**config.mk**
```make
export PLATFORM = sky130hd
export DESIGN_NAME = bcd_serial_subtractor
export DESIGN_NICKNAME = d
export VERILOG_FILES = /design/src/rtl/bcd_pkg.sv /design/src/rtl/bcd_digit_subtractor.sv /design/src/rtl/bcd_serial_subtractor.sv
export SDC_FILE = /design/constraint.sdc
export NUM_CORES = 1
export LEC_CHECK = 0
export CORE_MARGIN = 3
export CORE_UTILIZATION = 57
export CTS_CLUSTER_SIZE = 12
export DETAILED_ROUTE_END_ITERATION = 10
export DONT_BUFFER_PORTS = 1
export GPL_TIMING_DRIVEN = 0
export MAX_ROUTING_LAYER = met4
export PLACE_DENSITY = 0.72
export SETUP_SLACK_MARGIN = 0.5
export SLEW_MARGIN = 20
export SYNTH_ARGS = -nofsm -noshare
export SYNTH_HDL_FRONTEND = slang
export SYNTH_SLANG_ARGS = --single-unit
```
**constraint.sdc**
```tcl
create_clock -name clock -period 3.77 [get_ports clock]
set_clock_uncertainty 0.05 [all_clocks]
set_input_delay 0.5655 -clock clock [delete_from_list [all_inputs] [get_ports clock]]
set_output_delay 0.5655 -clock clock [all_outputs]
set_load 0.01 [all_outputs]
```
**src/rtl/bcd_pkg.sv**
```systemverilog
// Shared BCD constants, FSM state encoding and digit-validity helper for the
// serial BCD subtractor and its digit slice.
package bcd_pkg;

    localparam int BCD_DIGIT_W = 4;
    localparam int BCD_MAX     = 9;
    localparam int BCD_RADIX   = 10;

    // S_NEGATE is only reachable when BCD_SUB_SIGN_MAGNITUDE_EN is defined.
    localparam logic [1:0] S_IDLE   = 2'd0;
    localparam logic [1:0] S_RUN    = 2'd1;
    localparam logic [1:0] S_NEGATE = 2'd2;
    localparam logic [1:0] S_DONE   = 2'd3;

    function automatic logic is_bcd_digit(input logic [BCD_DIGIT_W-1:0] n);
        return n <= BCD_DIGIT_W'(BCD_MAX);
    endfunction

endpackage

```
**src/rtl/bcd_digit_subtractor.sv**
```systemverilog
// One BCD digit of subtraction with borrow: d = x - y - bin, corrected by
// +10 when the raw result goes negative.
module bcd_digit_subtractor
    import bcd_pkg::*;
(
    input  logic [BCD_DIGIT_W-1:0] x,
    input  logic [BCD_DIGIT_W-1:0] y,
    input  logic                   bin,
    output logic [BCD_DIGIT_W-1:0] d,
    output logic                   bout
);

    logic [BCD_DIGIT_W:0] t;

    // Range is -10..9, so bit 4 of the two's-complement result is the sign.
    assign t    = {1'b0, x} - {1'b0, y} - {{BCD_DIGIT_W{1'b0}}, bin};
    assign bout = t[BCD_DIGIT_W];
    assign d    = bout ? t[BCD_DIGIT_W-1:0] + BCD_DIGIT_W'(BCD_RADIX)
                       : t[BCD_DIGIT_W-1:0];

endmodule

```
**src/rtl/bcd_serial_subtractor.sv**
```systemverilog
// Digit-serial multi-digit BCD subtractor (diff = a - b), LSB digit first.
// Define BCD_SUB_SIGN_MAGNITUDE_EN to output |a - b| instead of ten's complement.
module bcd_serial_subtractor
    import bcd_pkg::*;
#(
    parameter int DIGITS = 4
) (
    input  logic                          clock,
    input  logic                          reset,
    input  logic                          start,
    input  logic [BCD_DIGIT_W*DIGITS-1:0] a,
    input  logic [BCD_DIGIT_W*DIGITS-1:0] b,
    output logic                          ready,
    output logic                          done,
    output logic [BCD_DIGIT_W*DIGITS-1:0] diff,
    output logic                          borrow_out,
    output logic                          invalid
);

    localparam int W     = BCD_DIGIT_W * DIGITS;
    localparam int IDX_W = (DIGITS > 1) ? $clog2(DIGITS) : 1;
    localparam logic [IDX_W-1:0] LAST_IDX = IDX_W'(DIGITS - 1);

    logic [1:0]       state_q, state_d;
    logic [W-1:0]     a_q, a_d;
    logic [W-1:0]     b_q, b_d;
    logic [W-1:0]     diff_q, diff_d;
    logic [IDX_W-1:0] idx_q, idx_d;
    logic             borrow_q, borrow_d;
    logic             borrow_out_q, borrow_out_d;
    logic             invalid_q, invalid_d;
    logic             done_q, done_d;

    logic                   any_bad;
    logic [BCD_DIGIT_W-1:0] sub_x, sub_y, sub_d;
    logic                   sub_bout;

    // The done pulse trails the DONE state by one cycle, so ready stays low
    // until the cycle after done.
    assign ready      = (state_q == S_IDLE) && !done_q;
    assign done       = done_q;
    assign diff       = diff_q;
    assign borrow_out = borrow_out_q;
    assign invalid    = invalid_q;

    always_comb begin
        any_bad = 1'b0;
        for (int i = 0; i < DIGITS; i++) begin
            if (!is_bcd_digit(a[i*BCD_DIGIT_W +: BCD_DIGIT_W]) ||
                !is_bcd_digit(b[i*BCD_DIGIT_W +: BCD_DIGIT_W]))
                any_bad = 1'b1;
        end
    end

    // A single digit slice serves both RUN (a_i - b_i) and NEGATE (0 - diff_i).
    always_comb begin
        sub_x = a_q[int'(idx_q)*BCD_DIGIT_W +: BCD_DIGIT_W];
        sub_y = b_q[int'(idx_q)*BCD_DIGIT_W +: BCD_DIGIT_W];
`ifdef BCD_SUB_SIGN_MAGNITUDE_EN
        if (state_q == S_NEGATE) begin
            sub_x = '0;
            sub_y = diff_q[int'(idx_q)*BCD_DIGIT_W +: BCD_DIGIT_W];
        end
`endif
    end

    bcd_digit_subtractor u_digit (
        .x    (sub_x),
        .y    (sub_y),
        .bin  (borrow_q),
        .d    (sub_d),
        .bout (sub_bout)
    );

    // NOTE: every next-state signal is defaulted to its register first, so no
    // path through the case below can infer a latch.
    always_comb begin
        state_d      = state_q;
        a_d          = a_q;
        b_d          = b_q;
        diff_d       = diff_q;
        idx_d        = idx_q;
        borrow_d     = borrow_q;
        borrow_out_d = borrow_out_q;
        invalid_d    = invalid_q;
        done_d       = 1'b0;

        case (state_q)
            S_IDLE: begin
                if (start && ready) begin
                    a_d          = a;
                    b_d          = b;
                    diff_d       = '0;
                    idx_d        = '0;
                    borrow_d     = 1'b0;
                    borrow_out_d = 1'b0;
                    invalid_d    = any_bad;
                    state_d      = S_RUN;
                end
            end
            S_RUN: begin
                diff_d[int'(idx_q)*BCD_DIGIT_W +: BCD_DIGIT_W] = invalid_q ? '0 : sub_d;
                borrow_d = sub_bout;
                if (idx_q == LAST_IDX) begin
                    borrow_out_d = sub_bout && !invalid_q;
                    idx_d        = '0;
                    borrow_d     = 1'b0;
`ifdef BCD_SUB_SIGN_MAGNITUDE_EN
                    state_d      = (sub_bout && !invalid_q) ? S_NEGATE : S_DONE;
`else
                    state_d      = S_DONE;
`endif
                end else begin
                    idx_d = idx_q + IDX_W'(1);
                end
            end
`ifdef BCD_SUB_SIGN_MAGNITUDE_EN
            S_NEGATE: begin
                diff_d[int'(idx_q)*BCD_DIGIT_W +: BCD_DIGIT_W] = sub_d;
                borrow_d = sub_bout;
                if (idx_q == LAST_IDX) begin
                    idx_d    = '0;
                    borrow_d = 1'b0;
                    state_d  = S_DONE;
                end else begin
                    idx_d = idx_q + IDX_W'(1);
                end
            end
`endif
            S_DONE: begin
                done_d  = 1'b1;
                state_d = S_IDLE;
            end
            default: state_d = S_IDLE;
        endcase
    end

    // NOTE: sequential state uses non-blocking assignments so every register
    // samples the pre-edge values of the others.
    always_ff @(posedge clock) begin
        if (reset) begin
            state_q      <= S_IDLE;
            a_q          <= '0;
            b_q          <= '0;
            diff_q       <= '0;
            idx_q        <= '0;
            borrow_q     <= 1'b0;
            borrow_out_q <= 1'b0;
            invalid_q    <= 1'b0;
            done_q       <= 1'b0;
        end else begin
            state_q      <= state_d;
            a_q          <= a_d;
            b_q          <= b_d;
            diff_q       <= diff_d;
            idx_q        <= idx_d;
            borrow_q     <= borrow_d;
            borrow_out_q <= borrow_out_d;
            invalid_q    <= invalid_d;
            done_q       <= done_d;
        end
    end

endmodule

```
==> flow_metrics.tcl, run 1 <==
set metrics [dict create \
    via_count 2117 \
    core_sq_um 4170 \
    ios 55 \
    dp_slack_ns 0.290 \
    cts_setup_buffers 0 \
    critPathMostFrequentCell "fa_2" \
    async_flop_share_pct 0 \
    ys_types 36 \
    hold_end "a_q[13]$_SDFFE_PP0P_" \
    startpoint_type "flip-flop" \
    drt_wl_total_mm 5.64 \
    gp_congestion 0.818 \
    antenna_left 0 \
    final_layout_size_suffix_gt1_share_pct 11.1 \
    critPathKind "reg -> reg" \
    dp_cells 356 \
    reg2reg_slack_ns 0.67 \
    ys_seq_elements 56 \
    fin_cells 364 \
    syn_area_sq_um 2590 \
    fin_nets 359 \
    r2r_start "idx_q[0]$_SDFFE_PP0P_" \
    synth_flop_cell "dfxtp_1" \
    dieArea_sq_um 5380 \
    period_minus_slack_ns 3.10 \
    slew_violations 0 \
    antenna_found_initial 0 \
    path_cells "buf_8 > mux4_2 > fa_2 > fa_2 > xor2_1 > ha_2 > o21ai_2 > o31ai_4 > mux2i_1 > a32o_1" \
    start_util_pct 62.0 \
    min_path_type "in -> reg" \
    r2r-end "diff[7]$_SDFFE_PP0P_" \
    timing.final.hold_violations 0 \
    row_count 23 \
    overflow 0 \
    worstHoldStart "a[13]" \
    area_growth_pct 7.50 \
    crit_arrival_ns 3.26 \
    max-cap-violations 0 \
    drc 0 \
    r2r_cells 10 \
    worstPathRequired_ns 3.92 \
    worstPathBufferInverterCount 1 \
    slowest_delay_ns 0.54 \
    clockBufferDepth 2 \
    antenna_cells 0 \
    syn-num-nets 352 \
    max_clock_freq_mhz 322 \
    slew_headroom_pct 64.9 \
    numCtsBuffers 5 \
    grt_pass1_vias 2065 \
    power.total_mw 1.24 \
    io_buffers 0 \
    rsz0062_at_grt "false" \
    grt_max_degree 17 \
    clockRootBuffer "clkbuf_8" \
    setup_tns_ns 0 \
    path_depth 10 \
    ir_drop_mv 0.199 \
    ctsHoldBuffers 0 \
    yosysSeqAreaShare_pct 43.3 \
    vias_per_cell 5.82 \
    power_leakage_nw 1.02 \
    crit_family "adder cells" \
    whs_path_depth 2 \
    drt_first_iter_violations 106 \
    grtUsageTotal_pct 23.7 \
    die_width_um 73.4 \
    syn_avg_cell_area_sq_um 8.45 \
    clk_latency_ns 0.31 \
    syn_inst 306 \
    p_per_area_nw_per_um2 446 \
    crit_path_top_delay_cell "mux4_2" \
    wire_per_inst_um 15.5 \
    die_h_um 73.4 \
    cp-end-kind "flip-flop" \
    fin_crit_sh_pct 82.3 \
    clock-sinks 56 \
    critPathMaxFanout 10 \
    cts_tree "yes" \
    grt_pass1_wl_mm 9.49 \
    outcome "finished clean" \
    worstMarginPinSlew_ns 0.526 \
    clkSlewWorstSetupHoldPaths_ns 0.09 \
    finalSetupViolCount 0 \
    worst_slack_ns 0.666 \
    synth_edf_count 0 \
    dr.pass1.iters 4 \
    synth_warnings 0 \
    hpwl_mm 4.33 \
    htreeDepth 2 \
]
[registers in the layout (all words and copies together) (netlist names), 2 cells and up]
signal / cells
state_q: 2
idx_q: 2
b_q: 16
a_q: 16
diff: 16
[cell usage after synthesis, types with 2 or more instances]
cell type / instances / area, sq um
nand4_1: 5 / 31.3
inv_1: 12 / 45.0
mux2i_1: 3 / 30.0
xor2_1: 4 / 35.0
a31oi_1: 2 / 12.5
a21oi_1: 44 / 220
buf_2: 8 / 40.0
nor2b_1: 3 / 18.8
o21ai_1: 3 / 15.0
ha_1: 9 / 113
fa_1: 2 / 40.0
nor2_1: 8 / 30.0
or3_1: 2 / 12.5
and2_1: 2 / 12.5
nand2b_1: 2 / 12.5
mux4_2: 7 / 158
dfxtp_1: 56 / 1120
xnor2_1: 2 / 17.5
nor3_1: 5 / 25.0
o21ai_0: 17 / 85.1
nand2_1: 82 / 308
clkbuf_1: 9 / 33.8
nand3_1: 6 / 30.0
[cell type report]
cell class                 count  area, sq um
buffer                        17         86.3
clock buffer                   6         82.6
clock inverter                 2         10.0
fill                         381         1390
inverter                      12         45.0
multi-input combinational    221         1370
sequential                    56         1120
tap                           50         62.6
[worst register-to-register path: cells and delay by family (launching register included)]
kind | cells | cell delay, ns
AOI/OAI and AO/OA | 3 | 0.53
xor gates and xnor gates | 1 | 0.18
adders and majority gates | 3 | 1.02
buffers and inverters | 1 | 0.16
DFF | 1 | 0.39
muxes | 2 | 0.69
[layout by cell type (no fill, tap or decap), types with 3 or more instances in the layout]
cell type / instances
buf_2: 6
clkbuf_1: 9
nor2_1: 8
a21oi_1: 44
nand3_1: 6
inv_1: 12
xor2_1: 4
o21ai_1: 3
mux4_2: 7
o21ai_0: 16
nor2b_1: 3
nand2_1: 82
nor3_1: 5
ha_1: 8
dfxtp_1: 55
nand4_1: 5
clkbuf_8: 6
[layer usage]
layer	up-vias	global-route usage, %	part of all wire [%]
met4	0	6.64	1.3
met2	75	37.4	48
met3	7	6.16	7.7
met5	-	-	0
met1	976	30.0	43
li1	1059	-	-
[what timing repair did]
| item | in CTS | in global routing |
|---|---|---|
| gates resized for setup | 6 | 5 |
| pin swaps | 0 | 2 |
| endpoints found under the setup margin | 12 | 10 |
[how the worst max path moves through the flow]
| stage | start | slack, ns | end |
|---|---|---|---|
| 2_1_floorplan | idx_q[0]$_SDFFE_PP0P_ | 0.52 | diff[7]$_SDFFE_PP0P_ |
| 3_3_place_gp | idx_q[0]$_SDFFE_PP0P_ | 0.29 | diff[10]$_SDFFE_PP0P_ |
| 3_5_place_dp | idx_q[0]$_SDFFE_PP0P_ | 0.29 | diff[7]$_SDFFE_PP0P_ |
| 4_1_cts | idx_q[0]$_SDFFE_PP0P_ | 0.55 | diff[7]$_SDFFE_PP0P_ |
| 5_1_grt | idx_q[0]$_SDFFE_PP0P_ | 0.50 | diff[5]$_SDFFE_PP0P_ |
| 6_report | idx_q[0]$_SDFFE_PP0P_ | 0.67 | diff[7]$_SDFFE_PP0P_ |
[cell families (layout without fill, tap and decap cells)]
family / count (synthesis) / count (layout) / share of synthesized area [%]
AND/OR/NAND/NOR: 122 / 122 / 20.9
buffers and inverters: 29 / 37 / 4.60
AO/OA/AOI/OAI: 71 / 71 / 15.3
flip-flops: 56 / 56 / 43.3
multiplexers: 11 / 11 / 7.84
adder cells (fa/ha/maj): 11 / 11 / 5.90
XOR/XNOR: 6 / 6 / 2.03
[where the power goes]
| part | total, mW | switching, mW | internal (mW) |
|---|---|---|---|
| clock | 0.330 | 0.183 | 0.147 |
| sequential | 0.639 | 0.0194 | 0.619 |
| combinational | 0.272 | 0.160 | 0.112 |
[through the flow]
step / utilization (%) / hold slack (ns) / cell area (sq um)
after detailed placement: 63.5 / 0.397 / 2650
after global routing: 66.6 / 0.321 / 2780
after global placement: 63.5 / 0.389 / 2650
after CTS: 66.2 / 0.322 / 2760
after floorplan: - / 0.383 / 2590
final: 66.6 / 0.330 / 2780
Power figures use the tool's default switching activity.
==> run 2, diff against run 1 <==
Clock period 3.77 ns to 3.2 ns, I/O delays scaled along.
==> run 2 against run 1 <==
Maximum frequency grew 0.85%. Setup slack lost 0.54 ns. Utilization grew 4.6 points. First-iteration DRC count is the same. Clock power grew 90%. Sequential cell count is the same. Critical path type unchanged. Highest routed layer unchanged.
==> flow_metrics.tcl, run 2 (same netlist as run 1, synthesis figures left out) <==
set metrics [dict create \
    slew_violations 0 \
    critPathKind "reg -> reg" \
    via_count 2144 \
    antenna_left 0 \
    period_minus_slack_ns 3.08 \
    dp_cells 356 \
    regArea_sq_um 1130 \
    worstHoldStart "b[8]" \
    antenna_found_initial 0 \
    mostFrequentLayoutCell "nand2_1" \
    min_path_type "in -> reg" \
    p_comb_share_pct 23.3 \
    fin_crit_sh_pct 96.2 \
    clockRootBuffer "clkbuf_8" \
    power_leakage_nw 1.10 \
    grt_pass1_wl_mm 9.91 \
    antenna_cells 0 \
    hold_end "b_q[8]$_SDFFE_PP0P_" \
    timing.final.hold_violations 0 \
    htreeDepth 2 \
    r2r-end "diff[7]$_SDFFE_PP0P_" \
    p_seq_share_pct 41.9 \
    clockBufferDepth 2 \
    clock-sinks 56 \
    start_util_pct 62.0 \
    core_sq_um 4170 \
    drc 0 \
    setup_tns_ns 0 \
    worstPathRequired_ns 3.40 \
    area_growth_pct 14.9 \
    slew_headroom_pct 67.4 \
    rsz0062_at_grt "true" \
    wire_per_inst_um 16.2 \
    cp-end-kind "flip-flop" \
    power.switching_mw 0.486 \
    fin_nets 366 \
    finalSetupViolCount 0 \
    overflow 0 \
    cts_tree "yes" \
    io_buffers 0 \
    fin_cells 371 \
    max_clock_freq_mhz 325 \
    p_per_area_nw_per_um2 605 \
    vias_per_cell 5.78 \
    worstMarginPinSlew_ns 0.489 \
    placed_cell_area_sq_um 2680 \
    p_int_mw 1.31 \
    whs_path_depth 2 \
    swShare_pct 27.1 \
    clkPwrFrac_pct 34.9 \
    multi_input_comb_area_sq_um 1430 \
    clkSlewWorstSetupHoldPaths_ns 0.11 \
    final_layout_size_suffix_gt1_share_pct 15.6 \
    postLayoutCoreUtil_pct 71.2 \
    grtUsageTotal_pct 24.8 \
    r2r_start "idx_q[0]$_SDFFE_PP0P_" \
    row_count 23 \
    ios 55 \
    reg2reg_slack_ns 0.12 \
    layout_common_cells "nand2_1, dfxtp_1, a21oi_1" \
    outcome "finished clean" \
    ir_drop_mv 0.380 \
    gp_congestion 0.809 \
    drt_wl_total_mm 6.02 \
    timing.hold.ws_ns 0.236 \
    fin_area_sq_um 2970 \
    fillers 362 \
    crit_arrival_ns 3.28 \
    startpoint_type "flip-flop" \
    dieArea_sq_um 5380 \
    grt_max_degree 18 \
    die_h_um 73.4 \
    dr.pass1.iters 4 \
    die_width_um 73.4 \
    max-cap-violations 0 \
    numCtsBuffers 5 \
    hpwl_mm 4.36 \
    grt_pass1_vias 2110 \
    r2r_cells 10 \
    clk_latency_ns 0.31 \
    drt_first_iter_violations 106 \
    critPathMaxFanout 3 \
]
run 2: power by group through the flow:
stage | clock network (mW) | logic, mW | registers [mW]
after floorplan | 0 | 0.257 | 0.762
after global placement | 0 | 0.312 | 0.768
after detailed placement | 0 | 0.315 | 0.769
after CTS | 0.625 | 0.364 | 0.752
after global routing | 0.655 | 0.460 | 0.757
final | 0.626 | 0.419 | 0.752
run 2: area by class of cell:
class	instances	share of cell area (%)
Inverter	12	1.52
Timing Repair Buffer	7	1.89
Buffer	17	3.03
Clock buffer	5	2.32
Sequential cell	56	37.9
Multi-Input combinational cell	221	48.2
Clock inverter	3	3.03
Tap cell	50	2.11
run 2: per-stage QoR:
| step | total power [mW] | worst slack (ns) |
|---|---|---|
| global route | 1.87 | -0.00204 |
| finish | 1.80 | 0.122 |
| floorplan | 1.02 | 0.265 |
| CTS | 1.74 | 0.116 |
| global placement | 1.08 | 0.0367 |
| detailed placement | 1.08 | 0.0618 |
run 2: what timing repair did:
| action | CTS | global route |
|---|---|---|
| gates cloned | 0 | 0 |
| hold endpoints to repair | 0 | 0 |
| hold buffers | 0 | 0 |
| gates resized for setup | 7 | 9 |
| endpoints found under the setup margin | 14 | 14 |
| setup buffers | 5 | 2 |
| pin swaps | 9 | 10 |
run 2: layer usage:
layer	global-route usage [%]	part of all wire, %	up-vias
met2	40.0	48	74
li1	-	-	1071
met5	-	0	-
met3	6.02	8.1	6
met4	7.04	0.71	0
met1	31.0	43	993
run 2: worst max path at each step:
stage,startpoint,end,slack (ns),depth (start not counted)
after floorplan,idx_q[0]$_SDFFE_PP0P_,diff[7]$_SDFFE_PP0P_,0.27,10
after global placement,idx_q[0]$_SDFFE_PP0P_,diff[6]$_SDFFE_PP0P_,0.04,9
after detailed placement,idx_q[0]$_SDFFE_PP0P_,diff[10]$_SDFFE_PP0P_,0.06,9
after CTS,idx_q[0]$_SDFFE_PP0P_,diff[7]$_SDFFE_PP0P_,0.12,10
after global routing,idx_q[0]$_SDFFE_PP0P_,diff[7]$_SDFFE_PP0P_,-0.002,12
final,idx_q[0]$_SDFFE_PP0P_,diff[7]$_SDFFE_PP0P_,0.12,10
run 2: critical path, stage by stage (launching register included):
cell and delay [ns]:
dfxtp_4 0.37, buf_8 0.10, mux4_2 0.53, fa_2 0.39, fa_2 0.41, buf_6 0.14
nor3b_4 0.20, xnor2_2 0.11, o31ai_4 0.28, mux2i_2 0.26, a32o_1 0.19
